### config.mk
export PLATFORM = sky130hd
export DESIGN_NAME = div_ctrl
export DESIGN_NICKNAME = d
export VERILOG_FILES = /design/src/rtl/div_ctrl.sv
export SDC_FILE = /design/constraint.sdc
export NUM_CORES = 1
export LEC_CHECK = 0
export CAP_MARGIN = 20
export CELL_PAD_IN_SITES_DETAIL_PLACEMENT = 0
export CELL_PAD_IN_SITES_GLOBAL_PLACEMENT = 1
export CORE_MARGIN = 3
export CORE_UTILIZATION = 31
export DETAILED_ROUTE_END_ITERATION = 8
export PLACE_DENSITY_LB_ADDON = 0.1
export SYNTH_ARGS = -nofsm -noshare
export SYNTH_HDL_FRONTEND = slang
export SYNTH_SLANG_ARGS = --single-unit
### constraint.sdc
create_clock -name clk -period 1.95 [get_ports clk]
set_clock_uncertainty 0.05 [all_clocks]
set_input_delay 0.39 -clock clk [delete_from_list [all_inputs] [get_ports clk]]
set_output_delay 0.39 -clock clk [all_outputs]
set_load 0.01 [all_outputs]
### src/rtl/div_ctrl.sv
// div_ctrl: issues one DIV/DIVU from EX to an iterative divider, stalls the
// front of the pipe while it runs, and writes the quotient/remainder to LO/HI
// when the instruction advances.
// Optional feature macro: DIV_ZERO_BYPASS_EN -- a zero divisor completes
// without using the divider (LO = all ones, HI = dividend).
module div_ctrl (
  input  logic        clk,
  input  logic        rst,
  input  logic        ex_div_valid,
  input  logic        ex_signed,
  input  logic [31:0] ex_a,
  input  logic [31:0] ex_b,
  input  logic        flush,
  input  logic        pipe_adv,
  output logic        div_start,
  output logic        div_annul,
  output logic        div_signed,
  output logic [31:0] div_a,
  output logic [31:0] div_b,
  input  logic [63:0] div_result,
  input  logic        div_ready,
  output logic        stall_req,
  output logic        hi_we,
  output logic        lo_we,
  output logic [31:0] hi_wdata,
  output logic [31:0] lo_wdata
);

  localparam int unsigned XLEN = 32;

  // Divider result layout: remainder in the upper half, quotient in the lower.
  typedef struct packed {
    logic [XLEN-1:0] rem;
    logic [XLEN-1:0] quo;
  } div_res_t;

  typedef enum logic [1:0] {
    S_IDLE  = 2'd0,
    S_BUSY  = 2'd1,
    S_DONE  = 2'd2,
    S_DRAIN = 2'd3
  } state_t;

  state_t          r_state;
  state_t          w_next;
  logic            w_issue;
  logic            w_zero_byp;
  logic            w_capture;
  logic            w_write;
  div_res_t        w_res;

  logic [XLEN-1:0] r_div_a;
  logic [XLEN-1:0] r_div_b;
  logic            r_div_signed;
  logic [XLEN-1:0] r_quo;
  logic [XLEN-1:0] r_rem;

  assign w_res   = div_res_t'(div_result);

  // A new division is accepted only from IDLE and only if EX is not being flushed.
  assign w_issue = (r_state == S_IDLE) && ex_div_valid && !flush;

`ifdef DIV_ZERO_BYPASS_EN
  // Zero divisor short-circuits straight to DONE with a fixed result.
  assign w_zero_byp = (ex_b == XLEN'(0));
`else
  // Zero divisor goes to the divider like any other operand.
  assign w_zero_byp = 1'b0;
`endif

  // State register; reset returns to IDLE immediately.
  always_ff @(posedge clk or negedge rst) begin
    if (!rst) begin
      r_state <= S_IDLE;
    end else begin
      r_state <= w_next;
    end
  end

  // Next-state logic plus the capture and HI/LO write strobes.
  always_comb begin
    w_next    = r_state;
    w_capture = 1'b0;
    w_write   = 1'b0;
    case (r_state)
      S_IDLE: begin
        if (w_issue) begin
          w_next = w_zero_byp ? S_DONE : S_BUSY;
        end
      end
      S_BUSY: begin
        // A flush beats a result arriving in the same cycle.
        if (flush) begin
          w_next = S_DRAIN;
        end else if (div_ready) begin
          w_next    = S_DONE;
          w_capture = 1'b1;
        end
      end
      S_DONE: begin
        if (flush) begin
          w_next = S_IDLE;
        end else if (pipe_adv) begin
          w_next  = S_IDLE;
          w_write = 1'b1;
        end
      end
      S_DRAIN: begin
        // Single abort cycle; a flush here changes nothing.
        w_next = S_IDLE;
      end
      default: begin
        w_next = S_IDLE;
      end
    endcase
  end

  // Operand latch, held constant for the whole time the divider is busy.
  always_ff @(posedge clk or negedge rst) begin
    if (!rst) begin
      r_div_a      <= '0;
      r_div_b      <= '0;
      r_div_signed <= 1'b0;
    end else if (w_issue) begin
      r_div_a      <= ex_a;
      r_div_b      <= ex_b;
      r_div_signed <= ex_signed;
    end
  end

  // Result holding register feeding the HI/LO write data.
  always_ff @(posedge clk or negedge rst) begin
    if (!rst) begin
      r_quo <= '0;
      r_rem <= '0;
    end else if (w_capture) begin
      r_quo <= w_res.quo;
      r_rem <= w_res.rem;
    end else if (w_issue && w_zero_byp) begin
      r_quo <= '1;
      r_rem <= ex_a;
    end
  end

  // Divider handshake decoded straight from the state register.
  assign div_start  = (r_state == S_BUSY);
  assign div_annul  = (r_state == S_DRAIN);
  assign div_signed = r_div_signed;
  assign div_a      = r_div_a;
  assign div_b      = r_div_b;

  // Stall covers the issue cycle and BUSY; gated by reset so it drops at once.
  assign stall_req  = rst && (w_issue || (r_state == S_BUSY));

  // HI/LO write only in DONE when the instruction actually advances.
  assign hi_we      = w_write;
  assign lo_we      = w_write;
  assign hi_wdata   = r_rem;
  assign lo_wdata   = r_quo;

endmodule
## After elaboration in Yosys (flattened, before gate mapping)

Cells that the tools add are included.

- Bits in registers: 131
- Bits of input ports: 135
- Logic and storage cells: 31
- Output and inout port bits: 134

- Reductions and logical operators: 7
- Eq/ne operators: 6
- Mux-type cells: 12

Operator list:

| operator | number |
|---|---|
| $mux 2 | 5 |
| $pmux 2 s4 | 1 |
| $mux 1 | 6 |
| $eq 2x2->1 const B | 2 |
| $logic_and 1x1->1 | 3 |
| $ne 3x2->1 const B | 1 |
| $ne 3x3->1 const B | 1 |
| $reduce_and 3->1 | 1 |
| $eq 2x1->1 const B | 1 |
| $logic_not 2->1 | 1 |
| $ne 2x2->1 const B | 1 |
| $logic_not 1->1 | 1 |
| $logic_or 1x1->1 | 1 |

## Depth between registers and ports, before layout

Gate-level depths: netlist of the first run.

- Word-level depth: 5
- Depth in mapped cells: 4
- Depth with buffers taken out: 2

## Worst setup path after synthesis of the first run

OpenSTA, ideal clock, no wires.

- Kind: reg-to-output
- From: register r_state[0]
- To: output lo_we
- Path buffers: 1
- Stages on the path, launching flop included: 3
- Data arrival time: 1.161 ns
- Data required time: 1.510 ns
- Path slack: 0.349 ns
- Path through: dfrtp_1 nor4bb_1 buf_4

- Cells in the longest elaborated chain, start to end: 2

RTL lines:

| element | RTL line | source |
|---|---|---|
| from (decl) | 44 | `state_t r_state;` |
| from (signal assigned) | 76 | `r_state <= w_next;` |
| $eq 2x2->1 | 85 | `case (r_state)` |
| $mux 1 | 85 |  |
| to (decl) | 24 | `output logic lo_we,` |

Every way passes these cells.

## Worst setup path after layout of the first run

- From: input pipe_adv
- To: output lo_we

- Cells in the longest elaborated chain, start to end: 3

RTL lines:

| element | RTL line | source |
|---|---|---|
| from (decl) | 14 | `input logic pipe_adv,` |
| $mux 1 | 103 | `end else if (pipe_adv) begin` |
| $mux 1 | 101 | `if (flush) begin` |
| $mux 1 | 85 |  |

Every way passes these cells.

==> flow_summary.yaml, run 1 <==
outcome:
  status: "completed"
clock_tree:
  cts_buffers: 17
  cts_tree: "built"
  cts_sinks: 131
  clk_pin_slew_ns: 0.05
  root_buffer: "clkbuf_16"
  clk_latency_ns: 0.40
  htreeDepth: 4
  hold_buffers: 0
  ctsLongestPathBuffers: 2
timing:
  max-slew-margin-rel_pct: 52.4
  tightest_slew_ns: 0.714
  layout_worst_path_cycle_share_pct: 98.2
  period_needed_ns: 1.92
  slew_viol_final: 0
  fmax_mhz: 522
  rsz0062_at_grt: "yes"
  hold_violations: 0
  holdWs_ns: 0.0641
  setup_viol: 0
cells_and_area:
  nNetsFinal: 722
  drive_gt1_share_pct: 23.5
  final_util_pct: 54.8
  final_common_cell: "clkdlybuf4s50_1"
  layout_common_cells: "clkdlybuf4s50_1, dfrtp_1, mux2_4"
  syn_to_final_growth_pct: 70.1
  n_fill_cell: 1329
  antenna_cells: 0
  final_cell_count_no_fill: 816
drt:
  routedWlPerCell_um: 17.5
  first_iter_violations: 80
  drc: 0
  vias_per_cell: 4.28
  drtAntennaViolNets: 0
  dr_total_vias: 3489
  wirelength_mm: 14.3
  firstDrtPassIters: 4
place:
  placedCellCount: 784
  dp_hpwl_mm: 10.6
  io_buffers: 268
  globalplace.congestion: 0.736
global_route:
  grt_max_degree: 132
  grt_pass1_vias: 3835
  grt_overflow: 0
  antenna_found_initial: 1
  grt_pass1_wl_mm: 21.8
  grt_use_total_pct: 15.7
worst_setup_path:
  cp_data_arrival_time_ns: 1.48
  reg2reg_to: "div_b[6]$_DFFE_PN0P_"
  path_class: "primary input to output port"
  rr_startpoint: "r_state[0]$_DFFE_PN0P_"
  cp-start-kind: "primary input"
  worstPathMaxFanout: 2
  crit_required_ns: 1.51
  rrSetupSlack_ns: 0.18
  critPathCaptureType: "output port"
  r2r_cells: 5
floorplanning:
  die_w_um: 136
  rows: 46
  core_mm2: 0.0162
  dieArea_mm2: 0.0184
  die_h_um: 136
  ioPinCount: 269
  floorplan.initialDensity_pct: 32.2
pwr:
  power.share.combinational_pct: 44.0
  leakagePower_nw: 3.80
  p_int_mw: 10.2
  pwr_density_cell_mw_per_mm2: 1600
  switching_share_pct: 28.1
  seqPwrFrac_pct: 33.9
  power_frac_clock_pct: 22.1
  switching_power_mw: 3.99
  ir_worst_vdd_mv: 0.730
synthesis:
  netlist_area_mm2: 0.00521
  avgSynthCellArea_um2: 18.0
  ys_types: 19
  ys_warn_count: 0
  synth_seq_cells: 131
  synthCells: 289
  syn_nets: 424
  ys_seq_area_share_pct: 62.9
min_path:
  hold_class: "primary input to asynchronous set/reset pin"
job:
  drv_cap: 0
-- timing repair --
| action | CTS | global route |
|---|---|---|
| endpoints found under the setup margin | 5 | 3 |
| pin swaps | 0 | 0 |
| buffers inserted | 0 | 0 |
| gates resized for setup | 6 | 2 |
| cloned | 0 | 0 |
-- layout make-up --
class                      count  area, um2  area share, %
inverter                       1       3.75         0.0423
tap                          216        270           3.05
clock buffer                  23        488           5.50
clock inverter                 9        103           1.16
sequential                   131       3280           37.0
multi-input combinational    142       1800           20.3
timing repair buffer         294       2930           33.0
-- worst max-delay path, cell delays in order --
cell	delay (ns)
clkdlybuf4s50_1	0.46
nor4bb_2	0.31
dlygate4sd2_1	0.31
-- worst max path at each step --
stage                                       from     to  slack (ns)  cells after the start
after floorplan           r_state[0]$_DFFE_PN0P_  lo_we        0.35                      2
after global placement                  pipe_adv  lo_we       -0.34                      3
after detailed placement                pipe_adv  lo_we       -0.32                      3
after CTS                               pipe_adv  lo_we        0.02                      3
after global routing                       flush  hi_we      -0.008                      3
final                                   pipe_adv  lo_we        0.03                      3
-- flip-flops by register name, summed over array words and instances, names as in the netlist --
signal	cells
div_signed	1
lo_wdata	32
hi_wdata	32
div_a	32
div_b	32
r_state	2
-- synth_stat cells --
cell      number  area, um2
a21oi_1        1       5.00
buf_2          1       5.00
nor2_1         2       7.51
buf_6         11        124
mux2_1        50        563
or4b_2         1       10.0
mux2_4        60        901
dfrtp_1      131       3280
nor4bb_1       1       10.0
o31ai_1        1       7.51
nand2b_1       2       12.5
and2_1         1       6.26
buf_4          3       22.5
nor4b_2        1       15.0
and4bb_1       1       12.5
and3b_1        1       8.76
mux2_2        19        214
inv_1          1       3.75
a211oi_1       1       7.51
-- routing by layer --
metal | GRT usage, % | part of all wire (%) | vias to the layer above
met1 | 18.7 | 40 | 1687
met4 | 4.59 | 1.3 | 2
met3 | 7.43 | 10 | 17
met5 | 0 | 0.091 | -
li1 | - | - | 1623
met2 | 25.3 | 49 | 160
-- through the flow --
step	power [mW]	setup slack [ns]	TNS, ns	cell area [um2]
floorplan	7.42	0.349	0	5210
global route	15.0	-0.00786	-0.0135	8870
CTS	14.5	0.0209	0	8870
global placement	11.1	-0.337	-22.35	8280
finish	14.2	0.0345	0	8870
detailed placement	11.2	-0.317	-24.08	8280
-- logic make-up (layout without fill, tap and decap cells) --
group | after synthesis | count (layout) | share of synthesized area [%]
AO/OA/AOI/OAI | 3 | 3 | 0.384
buffers and inverters | 16 | 327 | 2.98
flip-flops | 131 | 131 | 62.9
multiplexers | 129 | 129 | 32.2
AND/OR/NAND/NOR | 10 | 10 | 1.58
-- power groups by stage --
stage,logic [mW],clock network (mW),registers (mW)
2_1_floorplan,1.94,0,5.48
3_3_place_gp,6.31,0,4.81
3_5_place_dp,6.36,0,4.85
4_1_cts,6.37,3.25,4.85
5_1_grt,6.61,3.38,5.01
6_report,6.25,3.14,4.82
Power figures use the tool's default switching activity.
==> inputs of run 2 (changes only) <==
Settings changed: CTS_CLUSTER_DIAMETER set to 80, GPL_TIMING_DRIVEN set to 0.
==> run 2 against run 1 <==
The flow now finishes with violations (hold timing). Register-to-register slack got worse by 0.08 ns. Sequential power about the same. Non-clock buffer count decreased by 6. Global-route usage decreased by 0.55 points. First-iteration DRC count decreased by 1.3%. Combinational power decreased by 1%. Critical endpoint unchanged.
==> flow_summary.yaml, run 2 (synthesized netlist as in run 1, its figures left out) <==
drt:
  first_iter_violations: 79
  routedWlPerCell_um: 17.1
  dr_total_vias: 3424
  vias_per_cell: 4.23
  wirelength_mm: 13.8
  firstDrtPassIters: 3
  drtAntennaViolNets: 0
  drc: 0
global_route:
  grt_overflow: 0
  grt_max_degree: 72
  grt_pass1_vias: 3691
  grt_pass1_wl_mm: 21.0
  grt_use_total_pct: 15.1
  antenna_found_initial: 0
timing:
  holdWs_ns: -0.0974
  slew_viol_final: 0
  fin_ws_ns: 0.0911
  setup_viol: 0
  fmax_mhz: 538
  layout_worst_path_cycle_share_pct: 95.3
  hold_violations: 60
  max-slew-margin-rel_pct: 65.1
  tightest_slew_ns: 0.523
  period_needed_ns: 1.86
place:
  dpl-instance-area_mm2: 0.00820
  pre_cts_slack_ns: -0.564
  dp_hpwl_mm: 10.3
  io_buffers: 268
  globalplace.congestion: 0.736
outcome:
  violations: "hold timing"
  status: "complete, but fails checks"
pwr:
  seqPwrFrac_pct: 34.5
  power_frac_clock_pct: 21.4
  switching_share_pct: 28.6
  p_int_mw: 10.0
  power.share.combinational_pct: 44.1
  pwr_density_cell_mw_per_mm2: 1590
  leakagePower_nw: 3.74
  ir_worst_vdd_mv: 0.859
  switching_power_mw: 4.01
floorplanning:
  rows: 46
  dieArea_mm2: 0.0184
  floorplan.initialDensity_pct: 32.2
  ioPinCount: 269
  die_w_um: 136
  die_h_um: 136
  core_mm2: 0.0162
worst_setup_path:
  worstPathMaxFanout: 4
  path_class: "register to output port"
  rr_startpoint: "r_state[0]$_DFFE_PN0P_"
  cp-endpoint: "lo_we"
  r2r_cells: 5
  crit_required_ns: 1.51
  reg2reg_to: "div_b[27]$_DFFE_PN0P_"
  cp_data_arrival_time_ns: 1.42
  cp-start-kind: "register"
  crit_start: "r_state[1]$_DFFE_PN0P_"
  rrSetupSlack_ns: 0.10
  critPathCaptureType: "output port"
cells_and_area:
  antenna_cells: 0
  final_common_cell: "clkdlybuf4s50_1"
  syn_to_final_growth_pct: 68.8
  drive_gt1_share_pct: 23.4
  nNetsFinal: 716
  layout_common_cells: "clkdlybuf4s50_1, dfrtp_1, mux2_4"
  post-route-cell-area_mm2: 0.00880
clock_tree:
  htreeDepth: 4
  cts_tree: "built"
  clk_pin_slew_ns: 0.05
  cts_buffers: 17
  clk_latency_ns: 0.40
  cts_sinks: 131
  ctsLongestPathBuffers: 2
  root_buffer: "clkbuf_16"
min_path:
  hold_class: "primary input to asynchronous set/reset pin"
job:
  drv_cap: 0
==> run 2: cell count changes in the layout (fill, tap and decap cells not counted), sizes merged <==
cell           previous run  this run
clkdlybuf4s15             0         1
clkinvlp                  0         5
dlygate4sd2               4         2
clkinv                    7         6
bufinv                    2         1
buf                      27        21
clkbuf                   24        23
clkdlybuf4s50           262       261
==> run 2: area by class of cell <==
type | count | area [um2]
tap | 216 | 270
fill | 1321 | 7370
clock inverter | 12 | 109
multi-input combinational | 142 | 1800
inverter | 1 | 3.75
timing repair buffer | 273 | 2730
buffer | 15 | 155
sequential | 131 | 3280
clock buffer | 20 | 457
==> run 2: power groups by stage <==
stage          sequential (mW)  combinational (mW)  clock [mW]
2_1_floorplan             5.48                1.94           0
3_5_place_dp              4.86                6.23           0
3_3_place_gp              4.84                6.16           0
5_1_grt                   5.02                6.58        3.24
6_report                  4.83                6.18        3.01
4_1_cts                   4.85                6.26        3.11
==> run 2: what timing repair did <==
action	CTS	global route
hold endpoints to repair	60	60
pin swaps	1	1
setup endpoints to repair	5	6
resized for setup	11	7
setup buffers	1	3
==> run 2: worst min path at each step <==
| stage | to | from | slack, ns | depth (start not counted) |
|---|---|---|---|---|
| 6_report | lo_wdata[17]$_DFFE_PN0P_ | rst | -0.1 | 1 |
| 5_1_grt | lo_wdata[17]$_DFFE_PN0P_ | rst | -0.08 | 1 |
| 4_1_cts | lo_wdata[17]$_DFFE_PN0P_ | rst | -0.08 | 1 |
| 3_5_place_dp | lo_wdata[17]$_DFFE_PN0P_ | rst | 0.36 | 1 |
| 3_3_place_gp | div_a[31]$_DFFE_PN0P_ | div_a[31]$_DFFE_PN0P_ | 0.42 | 1 |
| 2_1_floorplan | div_a[0]$_DFFE_PN0P_ | rst | 0.04 | 0 |
==> run 2: per-stage QoR <==
step	util [%]	total power, mW	instances	TNS (ns)	hold slack [ns]
floorplan	-	7.42	289	0	0.0444
global placement	50.5	11.0	773	-670.34	0.416
finish	54.4	14.0	810	0	-0.0974
CTS	54.3	14.2	807	0	-0.0789
detailed placement	50.7	11.1	774	-26.45	0.364
global route	54.4	14.8	810	-0.00282	-0.0777
==> run 2: worst max-delay path, stage by stage (launching register included) <==
cell and delay, ns:
dfrtp_2 0.40, nor4bb_4 0.35, buf_4 0.16, buf_4 0.10
==> run 2: routing by layer <==
metal | GRT usage (%) | routed length (um) | part of all wire [%]
met4 | 4.54 | 122 | 0.88
met2 | 24.8 | 6920 | 50
met3 | 7.65 | 1440 | 10
met5 | 0 | 0 | 0
met1 | 17.5 | 5360 | 39
